## src/rtl/pipe_stage_skid.sv

```systemverilog
// Pipeline stage register with a two-entry skid buffer, registered upstream ready,
// stall/flush control and a saturating stall-cycle counter.
module pipe_stage_skid #(
    parameter int                DATA_W    = 64,
    parameter logic [DATA_W-1:0] FLUSH_VAL = '0,
    parameter int                CNT_W     = 16
) (
    input  logic              clk_i,
    input  logic              rst_n_i,
    input  logic              flush_i,
    input  logic              stall_i,
    input  logic              in_valid_i,
    output logic              in_ready_o,
    input  logic [DATA_W-1:0] in_data_i,
    output logic              out_valid_o,
    input  logic              out_ready_i,
    output logic [DATA_W-1:0] out_data_o,
    output logic [1:0]        occupancy_o,
    output logic [CNT_W-1:0]  stall_cnt_o
);

    typedef enum logic [1:0] {
        EMPTY = 2'd0,
        MAIN  = 2'd1,
        FULL  = 2'd2
    } state_t;

    state_t             state_p0;
    state_t             state_nxt;
    logic [DATA_W-1:0]  main_p0;
    logic [DATA_W-1:0]  main_nxt;
    logic [DATA_W-1:0]  skid_p0;
    logic [DATA_W-1:0]  skid_nxt;
    logic               ready_p0;
    logic [CNT_W-1:0]   cnt_p0;
    logic               accept;
    logic               drain;

    function automatic logic [CNT_W-1:0] sat_inc(input logic [CNT_W-1:0] v);
        return (&v) ? v : v + {{(CNT_W-1){1'b0}}, 1'b1};
    endfunction

    assign accept = in_valid_i & ready_p0;
    assign drain  = out_valid_o & out_ready_i & ~stall_i;

    always_comb begin
        state_nxt = state_p0;
        main_nxt  = main_p0;
        skid_nxt  = skid_p0;
        if (flush_i) begin
            state_nxt = EMPTY;
            main_nxt  = FLUSH_VAL;
            skid_nxt  = FLUSH_VAL;
        end else begin
            case (state_p0)
                EMPTY: begin
                    if (accept) begin
                        state_nxt = MAIN;
                        main_nxt  = in_data_i;
                    end
                end
                MAIN: begin
                    if (accept && drain) begin
                        main_nxt = in_data_i;
                    end else if (accept) begin
                        state_nxt = FULL;
                        skid_nxt  = in_data_i;
                    end else if (drain) begin
                        state_nxt = EMPTY;
                    end
                end
                FULL: begin
                    // Skid entry is always older than anything accepted later.
                    if (drain) begin
                        state_nxt = MAIN;
                        main_nxt  = skid_p0;
                    end
                end
                default: begin
                    state_nxt = EMPTY;
                end
            endcase
        end
    end

    // Stage register boundary
    always_ff @(posedge clk_i) begin
        if (!rst_n_i) begin
            state_p0 <= EMPTY;
            ready_p0 <= 1'b0;
            main_p0  <= FLUSH_VAL;
            skid_p0  <= FLUSH_VAL;
            cnt_p0   <= '0;
        end else begin
            state_p0 <= state_nxt;
            ready_p0 <= (state_nxt != FULL);
            main_p0  <= main_nxt;
            skid_p0  <= skid_nxt;
            if (out_valid_o && !drain) begin
                cnt_p0 <= sat_inc(cnt_p0);
            end
        end
    end

    always_comb begin
        occupancy_o = 2'd0;
        case (state_p0)
            MAIN:    occupancy_o = 2'd1;
            FULL:    occupancy_o = 2'd2;
            default: occupancy_o = 2'd0;
        endcase
    end

    assign out_valid_o = (state_p0 != EMPTY);
    assign out_data_o  = main_p0;
    assign in_ready_o  = ready_p0;
    assign stall_cnt_o = cnt_p0;

endmodule

```

## config.mk

```make
export PLATFORM = sky130hd
export DESIGN_NAME = pipe_stage_skid
export DESIGN_NICKNAME = d
export VERILOG_FILES = /design/src/rtl/pipe_stage_skid.sv
export SDC_FILE = /design/constraint.sdc
export NUM_CORES = 1
export LEC_CHECK = 0
export ABC_AREA = 1
export ABC_CLOCK_PERIOD_IN_PS = 1500
export BUFFER_PORTS_ARGS = -buffer_cell sky130_fd_sc_hd__buf_2
export CAP_MARGIN = 15
export CORE_MARGIN = 3
export CORE_UTILIZATION = 49
export CTS_CLUSTER_DIAMETER = 30
export DETAILED_ROUTE_END_ITERATION = 10
export PLACE_DENSITY = 0.76
export SLEW_MARGIN = 20
export SYNTH_ARGS = -nofsm -noshare
export SYNTH_HDL_FRONTEND = slang
export SYNTH_SLANG_ARGS = --single-unit
```

## constraint.sdc

```tcl
create_clock -name clk_i -period 1.5 [get_ports clk_i]
set_input_delay 0.3 -clock clk_i [delete_from_list [all_inputs] [get_ports clk_i]]
set_output_delay 0.3 -clock clk_i [all_outputs]
set_load 0.05 [all_outputs]
```

==> flow_summary.yaml <==
synth:
  ys_ff_latch: 147
  synth_area_leader_cell: "dfxtp_1"
  ys_types: 28
  syn_area_mm2: 0.00672
  synthesis.nets: 951
  yosysWarnings: 0
  synth_top_area_share_pct: 43.8
  yosys-top-cells-area: "dfxtp_1 (44%), nand2_1 (10%), a211oi_2 (8.4%), nand4_1 (6.5%), a21oi_1 (5.7%)"
  ys_seq_area_share_pct: 43.8
  synth.avg_cell_area_um2: 7.64
  netlist_instances: 880
clock_network:
  numCtsBuffers: 17
  clock-root-buffer: "clkbuf_16"
  clkTransAtPathRegs_ps: 60
  cts_tree: "yes"
  insertion_delay_ps: 420
  htree_levels: 4
  cts_max_path_buffers: 2
  cts_num_sinks: 147
global_routing:
  grtUsageTotal_pct: 21.7
  use_met2_pct: 32.7
  antenna_found_initial: 1
  grt_pass1_wl_mm: 26.4
  use_met3_pct: 5.03
  grt_busiest_layer: "met2"
  grt_use_met1_pct: 30.4
  grt_pass1_vias: 5560
  grt_overflow: 0
  grt_max_degree: 68
flow_run:
  cap_viol_max_count: 0
finish:
  area_growth_pct: 27.1
  fin_cells: 1201
  layout_commonest_cell: "nand2_1"
  drive_above_1_share_pct: 29.5
  final_cell_mix: "nand2_1 (179), buf_2 (149), dfxtp_1 (128)"
  fillCellCount: 1164
  nNetsFinal: 1083
sta:
  fin_crit_sh_pct: 96.5
  tightestPinTransition_ps: 351
  max_freq_mhz: 691
  hold_viol_final: 0
  drv_slew: 0
  setup_violations: 0
  slew_headroom_pct: 76.6
  finClkSkew_ps: 6.51
  setup_ws_ps: 52.2
  layout_min_cycle_time_ps: 1450
floorplan:
  die_x_um: 123
  coreArea_mm2: 0.0133
  fp-row-count: 42
  start_util_pct: 50.4
  dieArea_mm2: 0.0152
  die_h_um: 123
  ios: 154
power:
  power.density_mw_per_mm2: 1070
  ir_drop_v: 0.000674
  p_total_mw: 9.18
  leakagePower_nw: 3.46
route:
  via_count: 6345
  drc_errors: 0
  first_iter_violations: 585
  first_pass_iters: 5
  avgRoutedWirePerCell_um: 14.8
  postRouteAntennaNets: 0
  vias_per_cell: 5.28
  wl_mm: 17.8
worst_setup_path:
  crit_required_ps: 1200
  cp_slowest_stage_delay_ps: 360
  rrSetupSlack_ps: 60
  ff2ff_path_depth: 9
  crit_family: "buffers and inverters"
  worst-path-stages: 2
  path_cells: "buf_4, clkbuf_4"
  critPathKind: "flop to primary output"
  crit_buf_inv: 2
  reg2reg_from: "stall_cnt_o[1]$_SDFFE_PN0P_"
  worstSetupStartpoint: "stall_cnt_o[0]$_SDFFE_PN0P_"
  endpoint: "stall_cnt_o[0]"
  critPathCaptureType: "primary output"
  path_max_fanout: 6
  crit_slowest_cell: "dfxtp_4"
  crit_arrival_ps: 1150
  cp-start-kind: "flop"
  worstReg2RegEnd: "stall_cnt_o[12]$_SDFFE_PN0P_"
placed_design:
  port_buffers: 153
  dpl.hpwl_mm: 10.5
  pre_cts_ws_ps: 9.57
  place_congestion: 0.820
  dp.cells: 1161
hold_path:
  hp-class: "primary input to flop"
  hp-start: "flush_i"
status:
  run_status: "completed"
kinds of logic after synthesis:
logic type / count (synthesis) / share of synthesized area [%]
simple gates: 364 / 23.6
compound gates: 208 / 21.2
buf+inv: 153 / 10.3
flops: 147 / 43.8
xor+xnor: 7 / 0.912
fa+ha+maj: 1 / 0.186
synthesized netlist by cell type, drive strengths merged:
cell / n
nand2: 188
dfxtp: 147
nor2: 91
inv: 81
a21oi: 76
nand4: 70
o21ai: 68
a211oi: 64
buf: 60
clkbuf: 12
nand3: 11
xor2: 4
xnor2: 3
nor3b: 2
ha: 1
nor3: 1
or2: 1
per-stage QoR:
| stage | instance area (µm²) | utilization (%) | setup TNS [ps] | hold slack [ps] |
|---|---|---|---|---|
| finish | 8540 | 64.0 | 0 | 62.8 |
| global route | 8540 | 64.0 | -91.3 | 61.2 |
| CTS | 8340 | 62.5 | 0 | 46.9 |
| detailed placement | 7700 | 57.7 | 0 | 452 |
| global placement | 7700 | 57.7 | 0 | 445 |
| floorplan | 6760 | - | 0 | 378 |
area by class of cell:
cell class / count / area (µm²) / area share [%]
diodes: 1 / 2.50 / 0.0293
well taps: 176 / 220 / 2.58
repair buffers: 185 / 1250 / 14.7
clock buffers: 23 / 488 / 5.71
multi-input cells: 580 / 3170 / 37.2
clock inverters: 8 / 125 / 1.46
flip-flops and latches: 147 / 2970 / 34.8
inverters: 81 / 307 / 3.59
where the power goes:
part | total, mW | internal (mW) | switching (mW)
Clock | 4.38 | 2.78 | 1.60
Sequential | 3.98 | 3.95 | 0.0282
Combinational | 0.816 | 0.271 | 0.544
Total | 9.18 | 7.01 | 2.17
per-layer routing:
| layer | up-vias | wire, µm |
|---|---|---|
| met1 | 2927 | 8230 |
| met4 | 2 | 209 |
| met3 | 21 | 1100 |
| met2 | 170 | 8240 |
| li1 | 3225 | - |
| met5 | - | 13 |
sequential cells by signal, indices dropped and copies added, names as in the netlist:
name	count
skid_p0	64
in_ready_o	1
state_p0	2
stall_cnt_o	16
out_data_o	64
worst min-delay path by stage:
stage	end	slack [ps]	cells after the start
after global placement	skid_p0[63]$_SDFFE_PP0P_	450	2
final	state_p0[1]$_SDFF_PN0_	60	2
after floorplan	state_p0[1]$_SDFF_PN0_	380	1
after global routing	state_p0[1]$_SDFF_PN0_	60	2
after detailed placement	skid_p0[4]$_SDFFE_PP0P_	450	2
after CTS	state_p0[1]$_SDFF_PN0_	50	2
timing repair:
action,in CTS,in global routing
buffers inserted,2,1
cloned,0,5
setup endpoints to repair,3,116
hold buffers,0,0
gates resized for setup,7,25
pin swaps,1,3
Note: power is estimated with default switching activity, not from simulation.
